**config.mk**
```make
export PLATFORM = sky130hd
export DESIGN_NAME = accel_uart_packetizer
export DESIGN_NICKNAME = d
export VERILOG_FILES = /design/src/rtl/accel_uart_packetizer_pkg.sv /design/src/rtl/accel_uart_packetizer_uart_tx.sv /design/src/rtl/accel_uart_packetizer.sv
export SDC_FILE = /design/constraint.sdc
export NUM_CORES = 1
export LEC_CHECK = 0
export CAP_MARGIN = 20
export CORE_ASPECT_RATIO = 1.2
export CORE_MARGIN = 2
export CORE_UTILIZATION = 51
export CTS_BUF_LIST = sky130_fd_sc_hd__clkbuf_8
export CTS_CLUSTER_DIAMETER = 100
export DETAILED_ROUTE_END_ITERATION = 7
export PLACE_DENSITY = 0.78
export SKIP_CTS_REPAIR_TIMING = 1
export SYNTH_ARGS = -nofsm -noshare
export SYNTH_HDL_FRONTEND = slang
export SYNTH_SLANG_ARGS = --single-unit
```
**constraint.sdc**
```tcl
create_clock -name clk -period 3.4 [get_ports clk]
set_input_delay 0.68 -clock clk [delete_from_list [all_inputs] [get_ports clk]]
set_output_delay 0.68 -clock clk [all_outputs]
set_load 0.01 [all_outputs]
```
**src/rtl/accel_uart_packetizer_pkg.sv**
```systemverilog
// Shared definitions for the accelerometer UART packetizer: frame layout,
// FSM state encodings and the frame checksum helper.
package accel_uart_packetizer_pkg;

  localparam logic [7:0] HEADER_DEFAULT = 8'hA5;
  localparam int         FRAME_BYTES    = 8;

  typedef enum logic [1:0] {
    UART_IDLE,
    UART_START,
    UART_DATA,
    UART_STOP
  } uart_state_e;

  typedef enum logic {
    FRM_IDLE,
    FRM_SEND
  } frame_state_e;

  // Checksum covers the six sample bytes only; the header is constant.
  function automatic logic [7:0] frame_csum(input logic [15:0] xs,
                                            input logic [15:0] ys,
                                            input logic [15:0] zs);
    return xs[15:8] ^ xs[7:0] ^ ys[15:8] ^ ys[7:0] ^ zs[15:8] ^ zs[7:0];
  endfunction

endpackage

```
**src/rtl/accel_uart_packetizer_uart_tx.sv**
```systemverilog
// 8N1 UART transmitter. A start request in the same cycle as the done pulse
// chains the next byte back-to-back with no idle gap on the line.
module accel_uart_packetizer_uart_tx
  import accel_uart_packetizer_pkg::*;
#(
  parameter int BAUD_DIV = 868
) (
  input  logic       clk,
  input  logic       rst,
  input  logic       start,
  input  logic [7:0] data,
  output logic       tx,
  output logic       busy,
  output logic       done
);

  localparam int              CNT_W    = (BAUD_DIV > 1) ? $clog2(BAUD_DIV) : 1;
  localparam logic [CNT_W-1:0] CNT_LAST = CNT_W'(BAUD_DIV - 1);

  uart_state_e      state_q, state_d;
  logic [CNT_W-1:0] cnt_q, cnt_d;
  logic [2:0]       bit_q, bit_d;
  logic [7:0]       shreg_q, shreg_d;
  logic             tx_q, tx_d;
  logic             baud_end;

  assign baud_end = (cnt_q == CNT_LAST);
  assign tx       = tx_q;
  assign busy     = (state_q != UART_IDLE);

  // Bit sequencing: every bit is held for exactly BAUD_DIV cycles.
  always_comb begin
    state_d = state_q;
    cnt_d   = cnt_q;
    bit_d   = bit_q;
    shreg_d = shreg_q;
    tx_d    = tx_q;
    done    = 1'b0;
    if (state_q != UART_IDLE) begin
      cnt_d = baud_end ? '0 : cnt_q + 1'b1;
    end
    case (state_q)
      UART_IDLE: begin
        if (start) begin
          state_d = UART_START;
          cnt_d   = '0;
          shreg_d = data;
          tx_d    = 1'b0;
        end
      end
      UART_START: begin
        if (baud_end) begin
          state_d = UART_DATA;
          bit_d   = 3'd0;
          tx_d    = shreg_q[0];
        end
      end
      UART_DATA: begin
        if (baud_end) begin
          if (bit_q == 3'd7) begin
            state_d = UART_STOP;
            tx_d    = 1'b1;
          end else begin
            bit_d   = bit_q + 3'd1;
            shreg_d = shreg_q >> 1;
            tx_d    = shreg_q[1];
          end
        end
      end
      UART_STOP: begin
        if (baud_end) begin
          done = 1'b1;
          if (start) begin
            state_d = UART_START;
            shreg_d = data;
            tx_d    = 1'b0;
          end else begin
            state_d = UART_IDLE;
          end
        end
      end
      default: state_d = UART_IDLE;
    endcase
  end

  // Control state with synchronous reset; line idles high.
  always_ff @(posedge clk) begin
    if (rst) begin
      state_q <= UART_IDLE;
      cnt_q   <= '0;
      bit_q   <= 3'd0;
      tx_q    <= 1'b1;
    end else begin
      state_q <= state_d;
      cnt_q   <= cnt_d;
      bit_q   <= bit_d;
      tx_q    <= tx_d;
    end
  end

  // Shift register carries data only, so it needs no reset.
  always_ff @(posedge clk) begin
    shreg_q <= shreg_d;
  end

endmodule

```
**src/rtl/accel_uart_packetizer.sv**
```systemverilog
// Captures one x/y/z sample, frames it as HEADER + 6 data bytes + XOR
// checksum and streams the frame through the UART transmitter.
module accel_uart_packetizer
  import accel_uart_packetizer_pkg::*;
#(
  parameter int         CLK_FREQ_HZ = 100_000_000,
  parameter int         BAUD_RATE   = 115_200,
  parameter logic [7:0] HEADER      = HEADER_DEFAULT
) (
  input  logic        clk,
  input  logic        rst,
  input  logic        enable,
  input  logic        sample_valid,
  input  logic [15:0] x,
  input  logic [15:0] y,
  input  logic [15:0] z,
  output logic        tx,
  output logic        busy,
  output logic        drop,
  output logic [15:0] frame_count
);

  localparam int BAUD_DIV = CLK_FREQ_HZ / BAUD_RATE;

  frame_state_e state_q, state_d;
  logic [2:0]   byte_idx_q, byte_idx_d;
  logic [15:0]  frame_count_q, frame_count_d;
  logic [15:0]  x_q, y_q, z_q;
  logic [7:0]   csum_q;
  logic [2:0]   next_idx;
  logic [7:0]   next_byte;
  logic         accept;
  logic         tx_start;
  logic [7:0]   tx_data;
  logic         tx_done;
  logic         uart_busy;

  assign accept      = (state_q == FRM_IDLE) && !uart_busy && sample_valid && enable;
  assign busy        = (state_q == FRM_SEND);
  assign drop        = (state_q == FRM_SEND) && sample_valid && enable;
  assign frame_count = frame_count_q;
  assign next_idx    = byte_idx_q + 3'd1;

  // Byte that follows the one currently on the line.
  always_comb begin
    next_byte = HEADER;
    case (next_idx)
      3'd1:    next_byte = x_q[15:8];
      3'd2:    next_byte = x_q[7:0];
      3'd3:    next_byte = y_q[15:8];
      3'd4:    next_byte = y_q[7:0];
      3'd5:    next_byte = z_q[15:8];
      3'd6:    next_byte = z_q[7:0];
      3'd7:    next_byte = csum_q;
      default: next_byte = HEADER;
    endcase
  end

  // Frame FSM: header goes out on accept, later bytes chain on each done.
  always_comb begin
    state_d       = state_q;
    byte_idx_d    = byte_idx_q;
    frame_count_d = frame_count_q;
    tx_start      = 1'b0;
    tx_data       = HEADER;
    case (state_q)
      FRM_IDLE: begin
        if (accept) begin
          state_d    = FRM_SEND;
          byte_idx_d = 3'd0;
          tx_start   = 1'b1;
        end
      end
      FRM_SEND: begin
        if (tx_done) begin
          if (byte_idx_q == 3'(FRAME_BYTES - 1)) begin
            state_d       = FRM_IDLE;
            frame_count_d = frame_count_q + 16'd1;
          end else begin
            byte_idx_d = next_idx;
            tx_start   = 1'b1;
            tx_data    = next_byte;
          end
        end
      end
      default: state_d = FRM_IDLE;
    endcase
  end

  // Frame control state with synchronous reset.
  always_ff @(posedge clk) begin
    if (rst) begin
      state_q       <= FRM_IDLE;
      byte_idx_q    <= 3'd0;
      frame_count_q <= 16'd0;
    end else begin
      state_q       <= state_d;
      byte_idx_q    <= byte_idx_d;
      frame_count_q <= frame_count_d;
    end
  end

  // Sample latch: loaded only on accept, so overruns leave it untouched.
  always_ff @(posedge clk) begin
    if (accept) begin
      x_q    <= x;
      y_q    <= y;
      z_q    <= z;
      csum_q <= frame_csum(x, y, z);
    end
  end

  accel_uart_packetizer_uart_tx #(
    .BAUD_DIV(BAUD_DIV)
  ) u_uart_tx (
    .clk  (clk),
    .rst  (rst),
    .start(tx_start),
    .data (tx_data),
    .tx   (tx),
    .busy (uart_busy),
    .done (tx_done)
  );

endmodule
```
==> results of run 1 <==
synthesized netlist by cell type, types with 2 or more instances:
cell type	number
a211oi_1	5
and4_1	2
nand2b_1	2
xor2_1	10
nor4_1	9
a21oi_1	16
nand2_1	36
inv_1	9
nor2_1	35
xnor2_1	44
a22oi_1	17
mux2_2	2
clkbuf_1	18
o21ai_0	6
mux2i_1	3
o31ai_1	7
and3_1	6
a222oi_1	8
nor3_1	7
a311oi_1	6
ha_1	16
edfxtp_1	64
a31oi_1	2
buf_2	4
and2_1	4
nand4_1	6
a22o_1	2
dfxtp_1	36
nor2b_1	2
nand3_1	12
worst reg2reg max path, stage by stage (launching register included):
cell and delay, ns:
dfxtp_1 0.36, ha_1 0.23, ha_1 0.21, and3b_1 0.29, and4_1 0.37, nor2_1 0.09
a211o_1 0.28, a21oi_1 0.55
power by group through the flow:
stage | registers (W) | clock network (W) | logic, W
floorplan | 0.00153 | 0 | 0.000434
global placement | 0.00153 | 0 | 0.000610
detailed placement | 0.00154 | 0 | 0.000629
CTS | 0.00152 | 0.000836 | 0.000633
global route | 0.00153 | 0.000877 | 0.000696
finish | 0.00151 | 0.000822 | 0.000636
path summary, 6_finish.rpt:
path	end	depth (start not counted)	from	slack [ns]
min reg2reg	byte_idx_q[2]	2	byte_idx_q[2]	0.48
min	byte_idx_q[2]	2	byte_idx_q[2]	0.48
max reg2reg	u_uart_tx.shreg_q[0]	7	byte_idx_q[0]	0.66
max	u_uart_tx.shreg_q[0]	7	byte_idx_q[0]	0.66
area by class of cell:
type | instances | area [µm²] | share of cell area
sequential | 100 | 2640 | 0.460
multi-input combinational | 285 | 1970 | 0.343
timing repair buffer | 74 | 731 | 0.127
tap | 120 | 150 | 0.0261
clock buffer | 9 | 124 | 0.0216
clock inverter | 7 | 88.8 | 0.0155
inverter | 9 | 37.5 | 0.00654
cells in the final DEF, fill, tap and decap left out, drive strengths merged, types with 3 or more instances in the layout:
| master | synthesis | layout |
|---|---|---|
| xor2 | 10 | 10 |
| dfxtp | 36 | 36 |
| nor4 | 9 | 9 |
| a21oi | 16 | 16 |
| clkdlybuf4s50 | 0 | 70 |
| edfxtp | 64 | 64 |
| xnor2 | 44 | 44 |
| mux2i | 3 | 3 |
| nor3 | 7 | 7 |
| a222oi | 8 | 8 |
| nor2 | 35 | 35 |
| a311oi | 6 | 6 |
| inv | 9 | 11 |
| ha | 16 | 16 |
| nand4 | 7 | 7 |
| buf | 5 | 4 |
| and3 | 6 | 6 |
| and2 | 4 | 4 |
| a211oi | 5 | 5 |
| nand2 | 36 | 36 |
| clkbuf | 18 | 9 |
| o21ai | 6 | 6 |
| nand3 | 12 | 12 |
| a22oi | 17 | 17 |
| o31ai | 7 | 7 |
cells by family after synthesis:
kind of cell               after synthesis  share of synthesized area
AOI/OAI and AO/OA                       79                      0.123
DFF                                    100                      0.558
xor gates and xnor gates                54                     0.0999
adders and majority gates               16                     0.0423
muxes                                    5                     0.0111
buffers and inverters                   32                     0.0264
and+or+nand+nor                        131                      0.139
sequential cells by signal (all words and copies together), names as in the netlist:
signal,count
busy,1
byte_idx_q,3
csum_q,8
frame_count,16
u_uart_tx.bit_q,3
u_uart_tx.cnt_q,10
u_uart_tx.shreg_q,8
u_uart_tx.state_q,2
u_uart_tx.tx,1
x_q,16
y_q,16
z_q,16
routing by layer:
layer  vias up  share of wire  global-route usage
met2       109           0.52               0.349
met3        14          0.050              0.0356
li1       1677              -                   -
met5         -              0                   0
met1      1628           0.41               0.211
met4         0          0.019              0.0832
per-stage QoR:
stage,util,area (µm²),setup WS [ns]
6_report,0.636,5740,0.658
5_1_grt,0.636,5740,0.471
4_1_cts,0.636,5740,0.661
3_5_place_dp,0.612,5530,0.620
3_3_place_gp,0.612,5530,0.673
2_1_floorplan,-,4740,0.508
==> run summary, run 1 <==
I/O Pins -> 71
Max Fanout on Critical Path -> 7
Setup-failing EPs final -> 0
DRT iter0 DRCs -> 224
Final Total Pwr -> 0.00297 W
hold slack -> 0.483 ns
relative slew slack -> 0.457
CP bufs+invs -> 0
Comb pwr share -> 0.214
Final Wtd Congestion -> 0.847
die area -> 10100 µm²
EDFF count, synth -> 64
Internal -> 0.00215 W
part of the Yosys area used for sequential elements -> 0.558
router iterations before antenna repair -> 5
area grow syn2layout -> 21.2%
pwr/cell area -> 518 nW/µm²
Critical Setup Path Class -> flop to flop
Layout Nets -> 547
placed insts -> 588
I/O Buffers -> 70
DIE HEIGHT -> 110 µm
maximum number of pins on one net before global-route repair -> 60
Distinct cells, synth -> 51
gr ovfl total -> 0
CP required -> 3.40 ns
number of synthesis warnings -> 0
post-synthesis register bit count -> 100
Post-Syn Instances -> 417
Synth top area share -> 0.406
crit path capture type -> flop
first-pass GRT wire length -> 15100 µm
ys async rst share -> 0
leak pwr -> 1.93 nW
Max Clk Rate -> 365 MHz
pins over their slew limit -> 0
Worst VDD drop -> 0.322 mV
Flop pwr share -> 0.509
H-tree depth -> 3
clk_lat worst skew -> 0.37 ns
Synth Cell Area -> 4740 µm²
Slew @ Worst Pin -> 0.814 ns
post-route insts no fill -> 604
ANT nets after route -> 0
delay-heaviest family, CP -> compound AO/OA/AOI/OAI gates
slowest library cell on the worst path -> a21oi_1
Sink Count -> 100
Tcrit/Tclk final -> 0.806
number of global-route vias before repair -> 3403
CTS tree -> built
Initial Util -> 0.524
P_sw -> 0.000825 W
minimum clock period -> 2.74 ns
clk slew on worst S/H paths -> 0.09 ns
RSZ-0062 raised after global routing -> false
Die X -> 92.0 µm
crit-path cells -> ha_1 > ha_1 > and3b_1 > and4_1 > nor2_1 > a211o_1 > a21oi_1
clk_skew -> 0.0138 ns
Std-Cell Rows -> 38
status -> finished, final reports clean
Min-Delay Path Class -> flop to flop
Worst Path Arrival -> 2.74 ns
CP startpoint kind -> flop
Syn Area/Cell -> 11.4 µm²
Routed WL -> 9130 µm
n_diodes -> 0
ys flop type -> edfxtp_1
cell mode on critical path -> ha_1
Clk pwr share -> 0.277
Routed WL per cell -> 15.1 µm
area of the core -> 9030 µm²
Total GRT Usage -> 0.188
Setup TNS -> 0 ns
cell taking the most area after synthesis -> edfxtp_1
Sw Ratio -> 0.278
share of layout cells above drive strength 1 -> 0.0496
CTS root buf -> clkbuf_8
via count -> 3428
routed vias/inst -> 5.68
CTS Buf Count -> 9
max incr delay on CP -> 0.55 ns
dpl hpwl -> 6230 µm
Hold Fails Final Rpt -> 0
Syn Nets -> 485
initial antenna violation count -> 0
synth top area cells -> edfxtp_1, dfxtp_1, xnor2_1
Max clock buf depth -> 2
drt drc -> 0
fill count -> 746
max-cap violations -> 0
No activity file was read; power rests on OpenSTA's default activity.
==> run 2, diff against run 1 <==
--- a/config.mk
+++ b/config.mk
@@ -8,11 +8,11 @@
 export CAP_MARGIN = 20
 export CORE_ASPECT_RATIO = 1.2
 export CORE_MARGIN = 2
-export CORE_UTILIZATION = 51
+export CORE_UTILIZATION = 56
 export CTS_BUF_LIST = sky130_fd_sc_hd__clkbuf_8
 export CTS_CLUSTER_DIAMETER = 100
 export DETAILED_ROUTE_END_ITERATION = 7
-export PLACE_DENSITY = 0.78
+export PLACE_DENSITY = 0.81
 export SKIP_CTS_REPAIR_TIMING = 1
 export SYNTH_ARGS = -nofsm -noshare
 export SYNTH_HDL_FRONTEND = slang
==> constraint.sdc (replaced) <==
create_clock -name clk -period 2.6 [get_ports clk]
set_input_delay 0.52 -clock clk [delete_from_list [all_inputs] [get_ports clk]]
set_output_delay 0.52 -clock clk [all_outputs]
set_load 0.01 [all_outputs]
==> run 2 against run 1 <==
  * Critical path type unchanged
  * Largest cell class unchanged
  * Sequential share of layout area down 0.080 points
  * Count of clock-buffer cells in the layout unchanged
  * Largest power group unchanged
  * Maximum frequency increased by 15%
==> run summary, run 2 (same netlist as run 1, synthesis figures left out) <==
status -> finished, final reports clean (unchanged)
commonest non-fill, non-tap cell in the layout -> clkdlybuf4s50_1 (unchanged)
Initial Util -> 0.581 (was 0.524)
Hold Fails Final Rpt -> 0 (unchanged)
area of the core -> 8150 µm² (was 9030 µm²)
ANT nets after route -> 0 (unchanged)
I/O Buffers -> 70 (unchanged)
drt drc -> 0 (unchanged)
Max Clk Rate -> 419 MHz (was 365 MHz)
I/O Pins -> 71 (unchanged)
gr ovfl total -> 0 (unchanged)
pwr/cell area -> 656 nW/µm² (was 518 nW/µm²)
RSZ-0062 raised after global routing -> false (unchanged)
area grow syn2layout -> 21.5% (was 21.2%)
Min-Delay Path Class -> flop to flop (unchanged)
routed vias/inst -> 5.73 (was 5.68)
via count -> 3437 (was 3428)
leak pwr -> 1.93 nW (about the same)
Sink Count -> 100 (unchanged)
max-cap violations -> 0 (unchanged)
Setup WS pre-CTS -> 0.223 ns (was 0.620 ns)
fill count -> 607 (was 746)
first-pass GRT wire length -> 15500 µm (was 15100 µm)
DRT iter0 DRCs -> 171 (was 224)
initial antenna violation count -> 0 (unchanged)
Max clock buf depth -> 2 (unchanged)
crit-path cells -> ha_1 > ha_1 > and3b_1 > and4_1 > nor2_4 > a211o_1 > a21oi_4 (was ha_1 > ha_1 > and3b_1 > and4_1 > nor2_1 > a211o_1 > a21oi_1)
dpl hpwl -> 6460 µm (was 6230 µm)
DIE HEIGHT -> 105 µm (was 110 µm)
H-tree depth -> 3 (unchanged)
CP startpoint kind -> flop (unchanged)
CP bufs+invs -> 0 (unchanged)
r2r setup slk -> 0.21 ns (was 0.66 ns)
Die X -> 88.0 µm (was 92.0 µm)
clk_skew -> 0.00692 ns (was 0.0138 ns)
Slew @ Worst Pin -> 0.773 ns (was 0.814 ns)
CTS tree -> built (unchanged)
max incr delay on CP -> 0.39 ns (was 0.55 ns)
cell mode on critical path -> ha_1 (unchanged)
share of layout cells above drive strength 1 -> 0.0617 (was 0.0496)
post-route cell area -> 5750 µm² (was 5740 µm²)
hold path startpoint -> byte_idx_q[2] (unchanged)
Total GRT Usage -> 0.215 (was 0.188)
Setup TNS -> 0 ns (unchanged)
clk slew on worst S/H paths -> 0.10 ns (was 0.09 ns)
minimum clock period -> 2.39 ns (was 2.74 ns)
Tcrit/Tclk final -> 0.918 (was 0.806)
maximum number of pins on one net before global-route repair -> 58 (was 60)
router iterations before antenna repair -> 4 (was 5)
Max Fanout on Critical Path -> 7 (unchanged)
Std-Cell Rows -> 36 (was 38)
Routed WL per cell -> 15.5 µm (was 15.1 µm)
Setup-failing EPs final -> 0 (unchanged)
die area -> 9210 µm² (was 10100 µm²)
crit path launch -> byte_idx_q[0] (unchanged)
placed cell areas -> 5570 µm² (was 5530 µm²)
n_diodes -> 0 (unchanged)
Critical Setup Path Class -> flop to flop (unchanged)
clk_lat worst skew -> 0.37 ns (about the same)
CTS root buf -> clkbuf_8 (unchanged)
Worst Path Arrival -> 2.45 ns (was 2.74 ns)
slowest library cell on the worst path -> and4_1 (was a21oi_1)
commonest cells after routing, fill and taps aside -> clkdlybuf4s50_1, edfxtp_1, xnor2_1 (unchanged)
Layout Nets -> 549 (was 547)
delay-heaviest family, CP -> simple AND/OR/NAND/NOR gates (was compound AO/OA/AOI/OAI gates)
Routed WL -> 9320 µm (was 9130 µm)
relative slew slack -> 0.485 (was 0.457)
Final WS setup -> 0.213 ns (was 0.658 ns)
Critical R2R Launch -> byte_idx_q[0] (unchanged)
CTS Buf Count -> 9 (unchanged)
CP required -> 2.66 ns (was 3.40 ns)
pins over their slew limit -> 0 (unchanged)
Worst VDD drop -> 0.425 mV (was 0.322 mV)
crit path capture type -> flop (unchanged)
Final Wtd Congestion -> 0.854 (was 0.847)
number of global-route vias before repair -> 3396 (was 3403)
## run 2: final timing paths
path,depth (start not counted),end
hold reg to reg,2,byte_idx_q[2]
setup / recovery,7,u_uart_tx.shreg_q[1]
hold / removal,2,byte_idx_q[2]
setup reg to reg,7,u_uart_tx.shreg_q[1]
## run 2: per-stage QoR
stage                     power (W)   util  hold slack, ns  std cells
after floorplan             0.00258      -           0.443        417
after global placement      0.00283  0.683           0.459        584
after detailed placement    0.00286  0.683           0.473        584
after CTS                   0.00380  0.705           0.489        600
after global routing        0.00398  0.705           0.525        600
final                       0.00377  0.705           0.486        600
## run 2: worst register-to-register path: stages (launching register included)
cell	delay (ns)
dfxtp_1	0.36
ha_1	0.23
ha_1	0.20
and3b_1	0.26
and4_1	0.39
nor2_4	0.05
a211o_1	0.31
a21oi_4	0.27
## run 2: routing by layer
| metal | track usage | part of all wire |
|---|---|---|
| met1 | 0.252 | 0.40 |
| met2 | 0.380 | 0.54 |
| met3 | 0.0387 | 0.039 |
| met4 | 0.0835 | 0.021 |
| met5 | 0 | 0 |
## run 2: report_power, final
group | internal [W] | switching, W
clock | 0.000365 | 0.000574
sequential | 0.00191 | 0.0000712
combinational | 0.000370 | 0.000485
## run 2: final cells by class
type / count / area, µm² / share of cell area
Inverter: 9 / 37.5 / 0.00653
Clock buffer: 9 / 124 / 0.0215
Multi-Input combinational cell: 285 / 1990 / 0.345
Timing Repair Buffer: 76 / 758 / 0.132
Tap cell: 114 / 143 / 0.0248
Sequential cell: 100 / 2640 / 0.459
Clock inverter: 7 / 60.1 / 0.0104
==> run 3, diff against run 2 <==
--- a/config.mk
+++ b/config.mk
@@ -12,8 +12,9 @@
 export CTS_BUF_LIST = sky130_fd_sc_hd__clkbuf_8
 export CTS_CLUSTER_DIAMETER = 100
 export DETAILED_ROUTE_END_ITERATION = 7
-export PLACE_DENSITY = 0.81
+export PLACE_DENSITY = 0.84
 export SKIP_CTS_REPAIR_TIMING = 1
 export SYNTH_ARGS = -nofsm -noshare
 export SYNTH_HDL_FRONTEND = slang
 export SYNTH_SLANG_ARGS = --single-unit
+export TNS_END_PERCENT = 30
==> constraint.sdc (replaced) <==
create_clock -name clk -period 2.6 [get_ports clk]
set_input_delay 0.52 -clock clk [delete_from_list [all_inputs] [get_ports clk]]
set_output_delay 0.52 -clock clk [all_outputs]
set_load 0.02 [all_outputs]
==> run 3 against run 2 <==
  * Sequential share of layout area down 0.11 points
  * First-iteration DRC count up 2.3%
  * Hold slack about the same
  * Power up 1.5%
  * Combinational power up 0.5%
  * Final cell count unchanged
  * Cell area up 0.24%
  * Worst setup slack worse by 0.0073 ns
  * Global-route usage about the same
  * Largest power group unchanged
==> run summary, run 3 (same netlist as run 1, synthesis figures left out) <==
pwr/cell area -> 664 nW/µm² (was 656 nW/µm²)
Slew @ Worst Pin -> 0.800 ns (was 0.773 ns)
CTS tree -> built (unchanged)
Max Clk Rate -> 418 MHz (was 419 MHz)
I/O Pins -> 71 (unchanged)
Min-Delay Path Class -> flop to flop (unchanged)
CP required -> 2.65 ns (was 2.66 ns)
slowest library cell on the worst path -> and4_1 (unchanged)
DRT iter0 DRCs -> 175 (was 171)
Worst Path Arrival -> 2.44 ns (was 2.45 ns)
commonest cells after routing, fill and taps aside -> clkdlybuf4s50_1, edfxtp_1, xnor2_1 (unchanged)
clk_skew -> 0.00919 ns (was 0.00692 ns)
minimum clock period -> 2.39 ns (about the same)
Max clock buf depth -> 2 (unchanged)
maximum number of pins on one net before global-route repair -> 58 (unchanged)
router iterations before antenna repair -> 5 (was 4)
ANT nets after route -> 0 (unchanged)
via count -> 3415 (was 3437)
Setup TNS -> 0 ns (unchanged)
post-route cell area -> 5770 µm² (was 5750 µm²)
commonest non-fill, non-tap cell in the layout -> clkdlybuf4s50_1 (unchanged)
cell mode on critical path -> ha_1 (unchanged)
DIE HEIGHT -> 105 µm (unchanged)
Layout Nets -> 549 (unchanged)
Std-Cell Rows -> 36 (unchanged)
Final Wtd Congestion -> 0.854 (about the same)
fill count -> 603 (was 607)
H-tree depth -> 3 (unchanged)
CTS Buf Count -> 9 (unchanged)
initial antenna violation count -> 0 (unchanged)
Sink Count -> 100 (unchanged)
clk_lat worst skew -> 0.36 ns (was 0.37 ns)
number of global-route vias before repair -> 3389 (was 3396)
Setup-failing EPs final -> 0 (unchanged)
die area -> 9210 µm² (unchanged)
n_diodes -> 0 (unchanged)
dpl hpwl -> 6510 µm (was 6460 µm)
max incr delay on CP -> 0.40 ns (was 0.39 ns)
routed vias/inst -> 5.69 (was 5.73)
area grow syn2layout -> 21.7% (was 21.5%)
Initial Util -> 0.581 (unchanged)
area of the core -> 8150 µm² (unchanged)
Routed WL per cell -> 15.3 µm (was 15.5 µm)
relative slew slack -> 0.467 (was 0.485)
crit path capture type -> flop (unchanged)
CTS root buf -> clkbuf_8 (unchanged)
Die X -> 88.0 µm (unchanged)
drt drc -> 0 (unchanged)
gr ovfl total -> 0 (unchanged)
Max Fanout on Critical Path -> 7 (unchanged)
max-cap violations -> 0 (unchanged)
share of layout cells above drive strength 1 -> 0.0638 (was 0.0617)
status -> finished, final reports clean (unchanged)
Critical Setup Path Class -> flop to flop (unchanged)
Total GRT Usage -> 0.214 (was 0.215)
first-pass GRT wire length -> 15500 µm (about the same)
placed cell areas -> 5570 µm² (unchanged)
Tcrit/Tclk final -> 0.921 (was 0.918)
clk slew on worst S/H paths -> 0.10 ns (about the same)
Routed WL -> 9180 µm (was 9320 µm)
delay-heaviest family, CP -> simple AND/OR/NAND/NOR gates (unchanged)
Hold Fails Final Rpt -> 0 (unchanged)
leak pwr -> 1.94 nW (was 1.93 nW)
CP bufs+invs -> 0 (unchanged)
pins over their slew limit -> 0 (unchanged)
CP startpoint kind -> flop (unchanged)
crit-path cells -> ha_1 > ha_1 > and3b_1 > and4_1 > nor2_4 > a211o_1 > a21oi_4 (unchanged)
Worst VDD drop -> 0.418 mV (was 0.425 mV)
I/O Buffers -> 70 (unchanged)
RSZ-0062 raised after global routing -> false (unchanged)
## run 3: layer usage
metal  GRT usage  vias to the layer above  share of wire
met5           0                        -              0
met4      0.0857                        0          0.016
met3      0.0490                       13          0.041
met2       0.363                       95           0.52
met1       0.260                     1622           0.42
li1            -                     1685              -
## run 3: worst paths after layout
kind,from,endpoint,slack [ns],depth (start not counted)
worst max-delay path,byte_idx_q[0],u_uart_tx.shreg_q[3],0.21,7
worst min-delay path,byte_idx_q[2],byte_idx_q[2],0.49,2
worst max register to register,byte_idx_q[0],u_uart_tx.shreg_q[3],0.21,7
worst min register to register,byte_idx_q[2],byte_idx_q[2],0.49,2
## run 3: power breakdown
part	switching (W)	internal, W
logic	0.000488	0.000371
clock network	0.000545	0.000450
registers	0.0000680	0.00191
total	0.00110	0.00273
## run 3: cell type report
cell class / instances / area [µm²] / area share
clock inverter: 7 / 73.8 / 0.0128
clock buffer: 9 / 124 / 0.0215
timing repair buffer: 76 / 758 / 0.132
inverter: 9 / 37.5 / 0.00651
sequential: 100 / 2640 / 0.458
multi-input combinational: 285 / 1990 / 0.345
tap: 114 / 143 / 0.0247
## run 3: worst register-to-register path, delay by kind of cell (launching register included)
family | cells | cell delay, ns
compound gates | 2 | 0.57
flops | 1 | 0.36
simple gates | 3 | 0.71
fa+ha+maj | 2 | 0.44
## run 3: through the flow
stage | utilization | power, W | setup slack [ns] | cells | hold slack (ns)
after floorplan | - | 0.00259 | 0.0512 | 417 | 0.443
after global placement | 0.683 | 0.00283 | 0.234 | 584 | 0.459
after detailed placement | 0.683 | 0.00287 | 0.194 | 584 | 0.479
after CTS | 0.707 | 0.00385 | 0.199 | 600 | 0.492
after global routing | 0.707 | 0.00404 | 0.0623 | 600 | 0.519
final | 0.707 | 0.00383 | 0.206 | 600 | 0.486
